## src/rtl/alu_mul_seq_if.sv

```systemverilog
// Request/response and Alu operand bundle for the shift-add multiplier.
// Single-cycle start handshake; start is ignored while the multiplier is busy.
interface alu_mul_seq_if #(
    parameter int WIDTH = 32
);
    logic             start;
    logic [WIDTH-1:0] a;
    logic [WIDTH-1:0] b;
    logic             busy;
    logic             done;
    logic [WIDTH-1:0] product;
    logic             zero_flag;
    logic [WIDTH-1:0] alu_op1;
    logic [WIDTH-1:0] alu_op2;
    logic [2:0]       alu_f;
    logic [WIDTH-1:0] alu_result;
    logic             alu_zero;

    // Environment side: issues requests and hosts the Alu instance.
    modport master (
        output start, a, b, alu_result, alu_zero,
        input  busy, done, product, zero_flag, alu_op1, alu_op2, alu_f
    );

    // Multiplier side: accepts requests and drives the Alu operands.
    modport slave (
        input  start, a, b, alu_result, alu_zero,
        output busy, done, product, zero_flag, alu_op1, alu_op2, alu_f
    );
endinterface

```

## src/rtl/alu_mul_seq.sv

```systemverilog
// Shift-add multiplier using an external Alu adder; max(1, msb(b)+1) RUN cycles, done one cycle later.
// No backpressure: start is taken in IDLE or DONE only and ignored while busy.
module alu_mul_seq #(
    parameter int WIDTH = 32
) (
    input  logic          clk,
    input  logic          reset,
    alu_mul_seq_if.slave  bus
);
    localparam int CW = $clog2(WIDTH);

    typedef enum logic [1:0] {
        IDLE = 2'd0,
        RUN  = 2'd1,
        DONE = 2'd2
    } state_t;

    state_t           state;
    logic [WIDTH-1:0] acc;
    logic [WIDTH-1:0] mcand;
    logic [WIDTH-1:0] mplier;
    logic [CW-1:0]    count;
    logic             busy;
    logic             done;
    logic [WIDTH-1:0] product;
    logic             zero_flag;
    logic             last_step;

    // Stop early once no multiplier bits remain above the one being consumed.
    assign last_step = (mplier[WIDTH-1:1] == '0) || (count == CW'(WIDTH - 1));

    assign bus.alu_op1   = acc;
    assign bus.alu_op2   = (state == RUN && mplier[0]) ? mcand : '0;
    assign bus.alu_f     = 3'b010;
    assign bus.busy      = busy;
    assign bus.done      = done;
    assign bus.product   = product;
    assign bus.zero_flag = zero_flag;

    always_ff @(posedge clk) begin
        if (reset) begin
            state     <= IDLE;
            acc       <= '0;
            mcand     <= '0;
            mplier    <= '0;
            count     <= '0;
            busy      <= 1'b0;
            done      <= 1'b0;
            product   <= '0;
            zero_flag <= 1'b0;
        end else begin
            case (state)
                IDLE, DONE: begin
                    done <= 1'b0;
                    if (bus.start) begin
                        acc    <= '0;
                        mcand  <= bus.a;
                        mplier <= bus.b;
                        count  <= '0;
                        busy   <= 1'b1;
                        state  <= RUN;
                    end else begin
                        state  <= IDLE;
                    end
                end
                RUN: begin
                    acc    <= bus.alu_result;
                    mcand  <= mcand << 1;
                    mplier <= mplier >> 1;
                    count  <= count + 1'b1;
                    if (last_step) begin
                        product   <= bus.alu_result;
                        zero_flag <= bus.alu_zero;
                        busy      <= 1'b0;
                        done      <= 1'b1;
                        state     <= DONE;
                    end
                end
                default: begin
                    busy  <= 1'b0;
                    done  <= 1'b0;
                    state <= IDLE;
                end
            endcase
        end
    end
endmodule

```

## src/flat_wrapper.sv

```systemverilog
// flat-port wrapper written by rule: the top's interface ports become plain ports
module alu_mul_seq_flat 
#(
    parameter int WIDTH = 32
)
  (clk, reset, bus_start, bus_a, bus_b, bus_alu_result, bus_alu_zero, bus_busy, bus_done, bus_product, bus_zero_flag, bus_alu_op1, bus_alu_op2, bus_alu_f);
  alu_mul_seq_if #(.WIDTH(WIDTH)) bus_i ();
  input  logic clk;
  input  logic reset;
  input wire logic [$bits(bus_i.start)-1:0] bus_start;
  input wire logic [$bits(bus_i.a)-1:0] bus_a;
  input wire logic [$bits(bus_i.b)-1:0] bus_b;
  input wire logic [$bits(bus_i.alu_result)-1:0] bus_alu_result;
  input wire logic [$bits(bus_i.alu_zero)-1:0] bus_alu_zero;
  output wire logic [$bits(bus_i.busy)-1:0] bus_busy;
  output wire logic [$bits(bus_i.done)-1:0] bus_done;
  output wire logic [$bits(bus_i.product)-1:0] bus_product;
  output wire logic [$bits(bus_i.zero_flag)-1:0] bus_zero_flag;
  output wire logic [$bits(bus_i.alu_op1)-1:0] bus_alu_op1;
  output wire logic [$bits(bus_i.alu_op2)-1:0] bus_alu_op2;
  output wire logic [$bits(bus_i.alu_f)-1:0] bus_alu_f;
  assign bus_i.start = bus_start;
  assign bus_i.a = bus_a;
  assign bus_i.b = bus_b;
  assign bus_i.alu_result = bus_alu_result;
  assign bus_i.alu_zero = bus_alu_zero;
  assign bus_busy = bus_i.busy;
  assign bus_done = bus_i.done;
  assign bus_product = bus_i.product;
  assign bus_zero_flag = bus_i.zero_flag;
  assign bus_alu_op1 = bus_i.alu_op1;
  assign bus_alu_op2 = bus_i.alu_op2;
  assign bus_alu_f = bus_i.alu_f;
  alu_mul_seq #(.WIDTH(WIDTH)) u_core (.clk(clk), .reset(reset), .bus(bus_i));
endmodule
```

## config.mk

```make
export PLATFORM = sky130hd
export DESIGN_NAME = alu_mul_seq_flat
export DESIGN_NICKNAME = d
export VERILOG_FILES = /design/src/rtl/alu_mul_seq_if.sv /design/src/rtl/alu_mul_seq.sv /design/src/flat_wrapper.sv
export SDC_FILE = /design/constraint.sdc
export NUM_CORES = 1
export LEC_CHECK = 0
export CAP_MARGIN = 25
export CORE_AREA = 4 4 129 118
export CTS_BUF_LIST = sky130_fd_sc_hd__clkbuf_8
export DETAILED_ROUTE_END_ITERATION = 6
export DIE_AREA = 0 0 133 122
export PLACE_DENSITY = 0.82
export SYNTH_ARGS = -nofsm -noshare
export SYNTH_HDL_FRONTEND = slang
export SYNTH_SLANG_ARGS = --single-unit
```

## constraint.sdc

```tcl
create_clock -name clk -period 2.2 [get_ports clk]
set_input_delay 0.22 -clock clk [delete_from_list [all_inputs] [get_ports clk]]
set_output_delay 0.22 -clock clk [all_outputs]
set_load 0.02 [all_outputs]
```

### After elaboration in Yosys (flattened, before gate mapping)

Cells that the tools add are included.

* bits of input ports: 100
* register bits: 138
* word-level logic and storage cells: 41
* output and inout bits: 102

* equality and inequality tests: 5
* bitwise logic cells: 1
* mux-type cells: 15
* add/subtract/negate cells: 1
* reductions and logical operators: 10

Operator list (count)
* 32-bit one-hot mux with 2 select lines: 3
* 32-bit 2-to-1 mux: 4
* 31-bit logical NOT: 1
* 5-bit one-hot mux with 2 select lines: 1
* 2-bit AND reduction: 3
* 5-bit by 1-bit adder with 5-bit output, second input constant: 1
* 5-bit equality test, second input constant: 1
* 5-bit 2-to-1 mux: 1
* 2-bit one-hot mux with 2 select lines: 1
* 2-bit OR reduction: 2
* 1-bit 2-to-1 mux: 3
* 2-bit by 1-bit equality test with 1-bit output, second input constant: 1
* 2-bit equality test, second input constant: 1
* 2-bit logical NOT: 1
* 2-bit 2-to-1 mux: 1
* 2-bit by 1-bit != test with 1-bit output, second input constant: 1
* 2-bit != test, second input constant: 1
* 1-bit one-hot mux with 2 select lines: 1
* 2-bit nonzero test: 1
* 1-bit logical AND: 1
* 1-bit logical OR: 1
* 1-bit NOT: 1

### Logic depth before layout (Yosys ltp)

Gate-level depths: netlist of the first run.

* word-level depth: 4
* mapped depth: 7
* depth with buffers taken out: 6

### Worst setup path after synthesis of the first run

Ideal clock, no wire load.

* path kind: register to register
* from: reg u_core.count[0]
* to: reg u_core.product[24] (netlist: u_core.bus.product[24])
* arrival: 1701 ps
* clock period less this slack: 1792 ps
* buffers on the path: 2
* setup time: 91 ps
* cell stages (with the launch flop): 8
* data required time: 2109 ps
* path slack: 408 ps
* cells stage by stage: dfxtp_1 -> ha_1 -> and3_1 -> ha_1 -> clkbuf_1 -> clkbuf_1 -> nand3_1 -> a311oi_1

* cells in the longest elaborated chain, start to end: 3

RTL lines
* start: declaration: RTL line alu_mul_seq.sv:22 `logic [CW-1:0] count;`
* start signal: assignment: RTL line alu_mul_seq.sv:70 `count <= count + 1'b1;`
* 5-bit equality test: RTL line alu_mul_seq.sv:30 `assign last_step = (mplier[WIDTH-1:1] == '0) || (count == CW'(WIDTH - 1));`
* 1-bit logical OR: RTL line alu_mul_seq.sv:30
* 2-bit AND reduction (no line)
* end signal: assignment: RTL line alu_mul_seq.sv:72 `product <= bus.alu_result;`
* end: declaration: RTL line alu_mul_seq.sv:25 `logic [WIDTH-1:0] product;`

Every way passes these cells.
A chain may end at the register's enable or synchronous reset.

### Final worst setup path of the first run

* from: reg u_core.mplier[11]
* to: reg u_core.product[9] (netlist: u_core.bus.product[9])

* cells in the longest elaborated chain, start to end: 3

RTL lines
* start: declaration: RTL line alu_mul_seq.sv:21 `logic [WIDTH-1:0] mplier;`
* start signal: assignment: RTL line alu_mul_seq.sv:58 `mplier <= bus.b;`
* start signal: assignment: RTL line alu_mul_seq.sv:69 `mplier <= mplier >> 1;`
* 31-bit logical NOT: RTL line alu_mul_seq.sv:30
* 1-bit logical OR: RTL line alu_mul_seq.sv:30
* 2-bit AND reduction (no line)

Every way passes these cells.

==> results.py, run 1 <==
metrics = {
    "clocking": {
        "tritoncts.num_buffers": 17,
        "clk_pin_slew_ps": 70,
        "clock_insertion_delay_worst_skew_ps": 440,
        "cts_setup_buffers": 0,
        "ctsHtreeMaxLevel": 4,
        "clockBufferDepth": 2,
        "cts-root-buf": "sky130_fd_sc_hd__clkbuf_8",
        "clock_sink_count": 138,
        "clock_tree_from_tritoncts": "yes",
    },
    "sta": {
        "maxSlewViolCount": 0,
        "min_period_over_period_pct": 88.6,
        "slew_headroom_pct": 54.2,
        "rsz_0062_raised_after_global_routing": "false",
        "finClkSkew_ps": 8.91,
        "worst_slew_pin_slew_ps": 686,
        "timing_hold_violations_final": 0,
        "fmax_ghz": 0.513,
        "min_period_ps": 1950,
        "setup_viol_count_final": 0,
    },
    "floorplanning": {
        "die_w_um": 133,
        "core-area_mm2": 0.0139,
        "initial_core_util_pct": 44.2,
        "die_height_um": 122,
        "die-area_mm2": 0.0162,
        "io_pins": 202,
        "num_rows": 41,
    },
    "placed_design": {
        "place_congestion": 0.791,
        "place_hpwl_um": 11900,
        "port_buffers": 198,
        "dpl_cell_area_mm2": 0.00828,
    },
    "synth": {
        "yosysWarningCount": 0,
        "netlist-cell-type-count": 36,
        "synthCells": 712,
        "syn_area_mm2": 0.00614,
        "average_cell_area_after_synthesis_um2": 8.62,
        "yosys_register_bits": 138,
        "synthFlopType": "sky130_fd_sc_hd__dfxtp_1",
        "synthArstFlopShare_pct": 0,
        "synth_enable_flop_cells": 0,
        "synth_seq_area_share_pct": 45.0,
    },
    "run_status": {
        "status": "completed",
    },
    "power": {
        "peakVddDrop_mv": 0.442,
        "static-leakage-power_nw": 3.63,
        "power.density_cell_area_mw_per_mm2": 711,
        "power.total_mw": 6.21,
    },
    "route": {
        "finalWirelength_um": 18700,
        "initialDrtViolationCount": 508,
        "route.detailed.drc": 0,
        "vias": 6148,
        "vias_per_cell": 5.70,
        "postRouteAntennaNets": 0,
        "drt_pass1_iterations": 7,
        "wl_per_cell_um": 17.3,
    },
    "cells_and_area": {
        "area_overhead_of_the_layout_relative_to_synthesis_pct": 42.2,
        "nNetsFinal": 975,
        "layout_common_cells": "sky130_fd_sc_hd__clkdlybuf4s50_1, sky130_fd_sc_hd__dfxtp_1, sky130_fd_sc_hd__nand2_1, sky130_fd_sc_hd__a311oi_1, sky130_fd_sc_hd__nor2_1",
        "layout.cells.most_common": "sky130_fd_sc_hd__clkdlybuf4s50_1",
        "layout_cell_share_with_drive_strength_beyond_1_pct": 7.46,
        "finalInstanceArea_mm2": 0.00873,
        "antenna_diodes": 0,
    },
    "setup_path": {
        "reg2reg_setup_slack_ps": 250,
        "crit_path_start_kind": "flop",
        "worst-endpoint-required_ps": 2490,
        "critical_path_peak_fanout": 33,
        "end_kind": "flop",
        "worst-setup-path-type": "flop to flop",
        "cp_data_arrival_time_ps": 2240,
    },
    "grt": {
        "grt_max_degree": 56,
        "grt_overflow_total": 0,
        "track_usage_pct": 22.5,
        "grt_pass1_wl_um": 30000,
        "grt_antenna_before_repair": 0,
        "grt_pass1_vias": 5719,
    },
    "run": {
        "max-cap-violations": 0,
    },
    "worst_hold_path": {
        "min-delay-path-class": "input port to flop",
    },
}
==> layer usage <==
layer	share of wire, %	vias up	track usage (%)
met5	0	-	0
met4	1.5	0	7.79
met3	8.6	24	6.28
met2	45	268	33.9
met1	45	2895	31.0
li1	-	2961	-
==> worst paths after layout <==
path / startpoint / end / depth (start not counted)
min: reset / u_core.count[0] / 2
max: u_core.mplier[11] / u_core.bus.product[9] / 5
max reg2reg: u_core.mplier[11] / u_core.bus.product[9] / 5
min reg2reg: u_core.mcand[31] / u_core.mcand[31] / 2
==> cells in the mapped netlist, types with 2 or more instances <==
master	instances	share of area, %
sky130_fd_sc_hd__dfxtp_1	138	45
sky130_fd_sc_hd__nand2_1	127	7.8
sky130_fd_sc_hd__a311oi_1	63	9.0
sky130_fd_sc_hd__clkbuf_1	60	3.7
sky130_fd_sc_hd__nor2_1	39	2.4
sky130_fd_sc_hd__a21oi_1	35	2.9
sky130_fd_sc_hd__a22o_1	34	4.9
sky130_fd_sc_hd__a22oi_1	34	4.2
sky130_fd_sc_hd__a2111oi_0	33	4.7
sky130_fd_sc_hd__and3_1	33	3.4
sky130_fd_sc_hd__nand3_1	33	2.7
sky130_fd_sc_hd__and2_1	23	2.3
sky130_fd_sc_hd__and2_0	10	1.0
sky130_fd_sc_hd__buf_2	9	0.73
sky130_fd_sc_hd__nor4_2	6	1.2
sky130_fd_sc_hd__buf_4	4	0.49
sky130_fd_sc_hd__buf_6	4	0.73
sky130_fd_sc_hd__buf_1	3	0.18
sky130_fd_sc_hd__conb_1	2	0.12
sky130_fd_sc_hd__ha_1	2	0.41
sky130_fd_sc_hd__nand2b_1	2	0.20
sky130_fd_sc_hd__nand4_1	2	0.20
sky130_fd_sc_hd__nor2b_1	2	0.20
sky130_fd_sc_hd__o21ai_0	2	0.16
==> sequential cells by signal (all words and copies together) (netlist names) <==
register and flops:
u_core.bus.product 32, u_core.bus.alu_op1 32, u_core.bus.done 1, u_core.mplier 32
u_core.count 5, u_core.bus.busy 1, u_core.bus.zero_flag 1, u_core.mcand 32
u_core.state 2
==> critical path, cell delays in order, from the launching register on <==
cell                        delay (ps)
sky130_fd_sc_hd__dfxtp_1           340
sky130_fd_sc_hd__nor4_2            390
sky130_fd_sc_hd__nand4_2           190
sky130_fd_sc_hd__buf_4             280
sky130_fd_sc_hd__a2111oi_0         480
sky130_fd_sc_hd__a311oi_1          120
==> timing repair <==
action,CTS,global route
hold buffers,0,0
pin swaps,0,0
gates resized for setup,8,28
endpoints found under the setup margin,32,26
==> cells by family after synthesis <==
kind of cell / synth area share [%]
buffers and inverters: 5.81
AND/OR/NAND/NOR: 22.3
adder cells (fa/ha/maj): 0.408
AO/OA/AOI/OAI: 26.2
flip-flops: 45.0
other: 0.122
multiplexers: 0.183
==> stage by stage <==
stage          utilization (%)  setup TNS, ps  hold WS (ps)  setup WS [ps]  std cells
6_report                  62.8              0           170            252       1078
5_1_grt                   62.8              0           172            124       1078
4_1_cts                   62.3          -13.1           156          -7.27       1078
3_5_place_dp              59.5              0           447            326       1047
3_3_place_gp              59.5              0           446            396       1047
2_1_floorplan                -              0           353            408        713
==> area by class of cell <==
type                       count  area, um^2
tap                          193         241
sequential                   138        2760
timing repair buffer         221        2290
clock buffer                  20         275
multi-input combinational    495        3060
fill                        1149        5170
clock inverter                11         105
==> power by group <==
part	internal [mW]	switching (mW)	total [mW]
Sequential	2.70	0.153	2.86
Combinational	0.589	0.750	1.34
Clock	1.07	0.939	2.01
Note: power is estimated with default switching activity, not from simulation.
==> inputs of run 2 (changes only) <==
- MAX_ROUTING_LAYER: default -> met4
==> run 2 against run 1 <==
Effect of this change:
- sequential power hardly changed
- combinational power hardly changed
- final area stayed put
- sequential share of layout area stayed put
- count of clock-buffer cells in the layout stayed put
- first-iteration DRC count is 7.7% higher
- flip-flop and latch count stayed put
- critical path depth stayed put
- clock power hardly changed
- critical endpoint unchanged
- non-clock buffer count stayed put
- final cell count stayed put
- worst setup slack better by 9.9 ps
==> results.py, run 2 (synthesized netlist as in run 1, its figures left out) <==
metrics = {
    "run_status": {
        "status": "completed",
    },
    "sta": {
        "rsz_0062_raised_after_global_routing": "false",
        "fmax_ghz": 0.516,
        "setup_viol_count_final": 0,
        "maxSlewViolCount": 0,
        "finClkSkew_ps": 7.91,
        "min_period_over_period_pct": 88.1,
        "hold_ws_ps": 170,
        "min_period_ps": 1940,
        "timing_hold_violations_final": 0,
        "slew_headroom_pct": 53.8,
        "worst_slew_pin_slew_ps": 693,
    },
    "route": {
        "finalWirelength_um": 18800,
        "vias": 6190,
        "wl_met2_um": 8420,
        "initialDrtViolationCount": 547,
        "vias_per_cell": 5.74,
        "wl_per_cell_um": 17.4,
        "route.top_layer_used": "met4",
        "met1_routed_length_um": 8480,
        "met3_layer_wire_length_in_the_routed_design_um": 1630,
        "postRouteAntennaNets": 0,
        "route.detailed.drc": 0,
        "drt_pass1_iterations": 5,
    },
    "grt": {
        "track_usage_pct": 23.2,
        "grt_overflow_total": 0,
        "grt_pass1_vias": 5717,
        "grt_max_degree": 56,
        "grt_antenna_before_repair": 0,
        "grt_pass1_wl_um": 30100,
    },
    "setup_path": {
        "cp_num_cells": 5,
        "timing.critical_path.cells": "nor4_2, nand4_2, buf_4, a2111oi_0, a311oi_1",
        "cp_num_buf_inv": 1,
        "worst_path_max_stage_delay_ps": 480,
        "worst-endpoint-required_ps": 2490,
        "critical_path_peak_fanout": 33,
        "worst-setup-path-type": "flop to flop",
        "crit_path_start_kind": "flop",
        "depth_of_the_worst_register_to_register_path": 5,
        "crit_path_top_delay_cell": "sky130_fd_sc_hd__a2111oi_0",
        "end_kind": "flop",
        "cpLargestDelayFamily": "compound AO/OA/AOI/OAI gates",
        "cp_data_arrival_time_ps": 2230,
    },
    "power": {
        "static-leakage-power_nw": 3.63,
        "peakVddDrop_mv": 0.442,
        "intPower_mw": 4.36,
        "p_sw_share_pct": 29.7,
        "combinationalPowerShare_pct": 21.6,
        "part_of_the_total_power_dissipated_in_sequential_elements_pct": 46.0,
        "pwr-share-clk_pct": 32.4,
        "p_switching_mw": 1.85,
        "power.density_cell_area_mw_per_mm2": 711,
    },
    "clocking": {
        "cts_hold_buf": 0,
        "clk_pin_slew_ps": 70,
        "ctsHtreeMaxLevel": 4,
        "cts-resized-gates": 8,
        "clock_tree_from_tritoncts": "yes",
        "cts-root-buf": "sky130_fd_sc_hd__clkbuf_8",
        "clockBufferDepth": 2,
        "clock_insertion_delay_worst_skew_ps": 440,
        "clock_sink_count": 138,
        "cts_setup_buffers": 0,
        "tritoncts.num_buffers": 17,
    },
    "placed_design": {
        "place_hpwl_um": 11900,
        "dpl_cell_area_mm2": 0.00828,
        "dpl.cell_count": 1047,
        "port_buffers": 198,
        "place_congestion": 0.802,
    },
    "worst_hold_path": {
        "min-delay-path-class": "input port to flop",
        "hold-path-cell-count": 2,
    },
    "floorplanning": {
        "core-area_mm2": 0.0139,
        "num_rows": 41,
        "io_pins": 202,
        "die-area_mm2": 0.0162,
        "initial_core_util_pct": 44.2,
        "die_height_um": 122,
        "die_w_um": 133,
    },
    "cells_and_area": {
        "stdcell_count": 1078,
        "layout_common_cells": "sky130_fd_sc_hd__clkdlybuf4s50_1, sky130_fd_sc_hd__dfxtp_1, sky130_fd_sc_hd__nand2_1, sky130_fd_sc_hd__a311oi_1, sky130_fd_sc_hd__nor2_1",
        "antenna_diodes": 0,
        "layout_cell_share_with_drive_strength_beyond_1_pct": 7.46,
        "layout.cells.most_common": "sky130_fd_sc_hd__clkdlybuf4s50_1",
        "finalInstanceArea_mm2": 0.00873,
        "utilization_pct": 62.8,
        "area_overhead_of_the_layout_relative_to_synthesis_pct": 42.2,
        "num-fill-cells": 1149,
        "nNetsFinal": 975,
    },
    "run": {
        "max-cap-violations": 0,
    },
}
==> run 2: cell counts in the layout (fill, tap and decap cells not counted) <==
Identical to the previous run, type by type.
==> run 2: metrics by stage <==
stage | setup slack [ps] | power [mW] | TNS (ps)
3_3_place_gp | 396 | 4.21 | 0
3_5_place_dp | 326 | 4.23 | 0
2_1_floorplan | 408 | 3.63 | 0
4_1_cts | -7.27 | 6.24 | -13.1
6_report | 262 | 6.21 | 0
5_1_grt | 127 | 6.50 | 0
==> run 2: area by class of cell <==
cell class | instances | area (um^2) | area share (%)
clock buffers | 20 | 275 | 3.15
clock inverters | 11 | 105 | 1.20
multi-input cells | 495 | 3060 | 35.0
flip-flops and latches | 138 | 2760 | 31.6
well taps | 193 | 241 | 2.77
repair buffers | 221 | 2290 | 26.2
==> run 2: metal layers <==
layer,vias up,global-route usage [%]
li1,2964,-
met1,2918,31.7
met2,280,33.7
met3,28,5.62
met4,0,7.79
met5,-,-
==> run 2: power by group through the flow <==
stage | registers, mW | logic, mW | clock network (mW)
after CTS | 2.85 | 1.33 | 2.05
final | 2.86 | 1.34 | 2.01
after floorplan | 2.96 | 0.666 | 0
after detailed placement | 2.91 | 1.32 | 0
after global routing | 2.88 | 1.45 | 2.16
after global placement | 2.90 | 1.30 | 0
==> run 2: worst reg2reg max path, cell delays in order (launching register included) <==
cell and delay (ps):
sky130_fd_sc_hd__dfxtp_1 330, sky130_fd_sc_hd__nor4_2 380, sky130_fd_sc_hd__nand4_2 190, sky130_fd_sc_hd__buf_4 280, sky130_fd_sc_hd__a2111oi_0 490, sky130_fd_sc_hd__a311oi_1 110
==> run 2: worst paths after layout <==
| path | from | end | slack, ps |
|---|---|---|---|
| worst max-delay path | u_core.mplier[11] | u_core.bus.product[9] | 260 |
| worst min register to register | u_core.mcand[31] | u_core.mcand[31] | 460 |
| worst max register to register | u_core.mplier[11] | u_core.bus.product[9] | 260 |
| worst min-delay path | reset | u_core.count[0] | 170 |
==> inputs of run 3 (changes only) <==
--- a/config.mk
+++ b/config.mk
@@ -14,2 +14,3 @@
 export PLACE_DENSITY = 0.82
+export SLEW_MARGIN = 40
 export SYNTH_ARGS = -nofsm -noshare
==> constraint.sdc (replaced) <==
create_clock -name clk -period 2.2 [get_ports clk]
set_input_delay 0.33 -clock clk [delete_from_list [all_inputs] [get_ports clk]]
set_output_delay 0.33 -clock clk [all_outputs]
set_load 0.02 [all_outputs]
==> run 3 against run 2 <==
Effect of this change:
- final area decreased by 0.64%
- highest routed layer unchanged
- count of clock-buffer cells in the layout fell by 1
- largest power group unchanged
- via count fell by 0.39%
- non-clock buffer count is 1 higher
- clock skew grew 2.2 ps
- worst setup slack got worse by 110 ps
==> results.py, run 3 (synthesized netlist as in run 1, its figures left out) <==
metrics = {
    "run": {
        "max-cap-violations": 0,
    },
    "run_status": {
        "status": "completed",
    },
    "setup_path": {
        "timing.rr.end": "u_core.bus.product[23]",
        "critical_path_peak_fanout": 34,
        "reg2reg_setup_slack_ps": 150,
        "worst-endpoint-required_ps": 2500,
        "crit_path_start_kind": "flop",
        "launch_point_of_the_worst_reg_to_reg_path": "u_core.mplier[15]",
        "end_kind": "flop",
        "depth_of_the_worst_register_to_register_path": 5,
        "worst-setup-path-type": "flop to flop",
        "cp_data_arrival_time_ps": 2350,
    },
    "sta": {
        "setup-tns-final_ps": 0,
        "min_period_ps": 2050,
        "hold_ws_ps": 332,
        "fmax_ghz": 0.488,
        "finClkSkew_ps": 10.1,
        "setup_viol_count_final": 0,
        "rsz_0062_raised_after_global_routing": "false",
        "worst_slew_pin_slew_ps": 620,
        "maxSlewViolCount": 0,
        "slew_headroom_pct": 57.6,
        "final.setup.worst_slack_ps": 151,
        "min_period_over_period_pct": 93.1,
        "timing_hold_violations_final": 0,
    },
    "route": {
        "finalWirelength_um": 18500,
        "vias_per_cell": 5.71,
        "initialDrtViolationCount": 441,
        "route.detailed.drc": 0,
        "drt_pass1_iterations": 5,
        "wl_per_cell_um": 17.1,
        "postRouteAntennaNets": 0,
        "vias": 6166,
    },
    "power": {
        "peakVddDrop_mv": 0.501,
        "power.total_mw": 6.24,
        "power.density_cell_area_mw_per_mm2": 719,
        "static-leakage-power_nw": 3.27,
    },
    "grt": {
        "grt_pass1_wl_um": 29500,
        "grt_max_degree": 55,
        "grt_overflow_total": 0,
        "grt_antenna_before_repair": 0,
        "grt_pass1_vias": 5705,
        "track_usage_pct": 22.8,
    },
    "floorplanning": {
        "die_height_um": 122,
        "num_rows": 41,
        "initial_core_util_pct": 44.2,
        "core-area_mm2": 0.0139,
        "die-area_mm2": 0.0162,
        "io_pins": 202,
        "die_w_um": 133,
    },
    "worst_hold_path": {
        "hold-path-cell-count": 2,
        "min-delay-path-class": "input port to flop",
        "min_delay_worst_endpoint": "u_core.mcand[0]",
        "timing.hold.worst.start": "reset",
    },
    "cells_and_area": {
        "nNetsFinal": 976,
        "stdcell_count": 1080,
        "multiInputGateArea_mm2": 0.00306,
        "layout_common_cells": "sky130_fd_sc_hd__clkdlybuf4s50_1, sky130_fd_sc_hd__dfxtp_1, sky130_fd_sc_hd__nand2_1, sky130_fd_sc_hd__a311oi_1, sky130_fd_sc_hd__nor2_1",
        "antenna_diodes": 0,
        "num-fill-cells": 1172,
        "area_overhead_of_the_layout_relative_to_synthesis_pct": 41.3,
        "layout.cells.most_common": "sky130_fd_sc_hd__clkdlybuf4s50_1",
        "utilization_pct": 62.4,
        "seqCellArea_mm2": 0.00276,
        "finalInstanceArea_mm2": 0.00867,
        "layout_cell_share_with_drive_strength_beyond_1_pct": 7.89,
    },
    "clocking": {
        "clk_pin_slew_ps": 80,
        "clock_sink_count": 138,
        "tritoncts.num_buffers": 17,
        "clock_tree_from_tritoncts": "yes",
        "clockBufferDepth": 2,
        "cts_hold_buf": 0,
        "clock_insertion_delay_worst_skew_ps": 450,
        "cts-root-buf": "sky130_fd_sc_hd__clkbuf_8",
        "ctsHtreeMaxLevel": 4,
    },
    "placed_design": {
        "dpl_cell_area_mm2": 0.00832,
        "place_hpwl_um": 11800,
        "dpl.cell_count": 1048,
        "place_worst_setup_slack_ps": 366,
        "port_buffers": 198,
        "place_congestion": 0.800,
    },
}
run 3: cell types whose count changed in the layout (fill, tap and decap cells not counted), moves of 2 or more:
cell	change
sky130_fd_sc_hd__dlygate4sd2_1	+26
sky130_fd_sc_hd__dlymetal6s2s_1	-26
sky130_fd_sc_hd__buf_12	+3
sky130_fd_sc_hd__buf_8	-2
sky130_fd_sc_hd__clkinvlp_4	+2
sky130_fd_sc_hd__inv_1	-2
run 3: power by group:
group	leakage [nW]	internal, mW	switching (mW)
Combinational	1.94	0.597	0.741
Clock	0.203	1.05	0.990
Sequential	1.13	2.70	0.154
run 3: worst max-delay path by stage:
stage	from	end	slack (ps)
after floorplan	u_core.count[0]	u_core.bus.product[24]	410
after global placement	u_core.mplier[15]	u_core.bus.product[29]	370
after detailed placement	u_core.mplier[31]	u_core.bus.product[20]	370
after CTS	u_core.state[0]	bus_alu_op2[2]	150
after global routing	u_core.state[0]	bus_alu_op2[16]	60
final	u_core.mplier[15]	u_core.bus.product[23]	150
run 3: timing repair:
item,in CTS,in global routing
hold endpoints to repair,0,0
resized for setup,33,0
setup buffers,0,0
endpoints found under the setup margin,32,0
run 3: area by class of cell:
cell class,instances,share of cell area (%)
Clock buffer,19,3.02
Timing Repair Buffer,222,25.6
Tap cell,193,2.78
Sequential cell,138,31.9
Multi-Input combinational cell,495,35.3
Clock inverter,13,1.46
run 3: worst max-delay path, cell delays in order (launching register included):
cell                        delay, ps
sky130_fd_sc_hd__dfxtp_1          340
sky130_fd_sc_hd__nor4_1           340
sky130_fd_sc_hd__nand4_1          220
sky130_fd_sc_hd__buf_4            300
sky130_fd_sc_hd__a2111oi_0        590
sky130_fd_sc_hd__a311oi_1         110
run 3: layer usage:
metal  GRT usage [%]  up-vias  routed length, um
li1                -     2977                  -
met1            30.8     2908               8540
met2            33.5      257               8300
met3            6.28       24               1420
met4            6.75        0                212
met5               -        -                  0
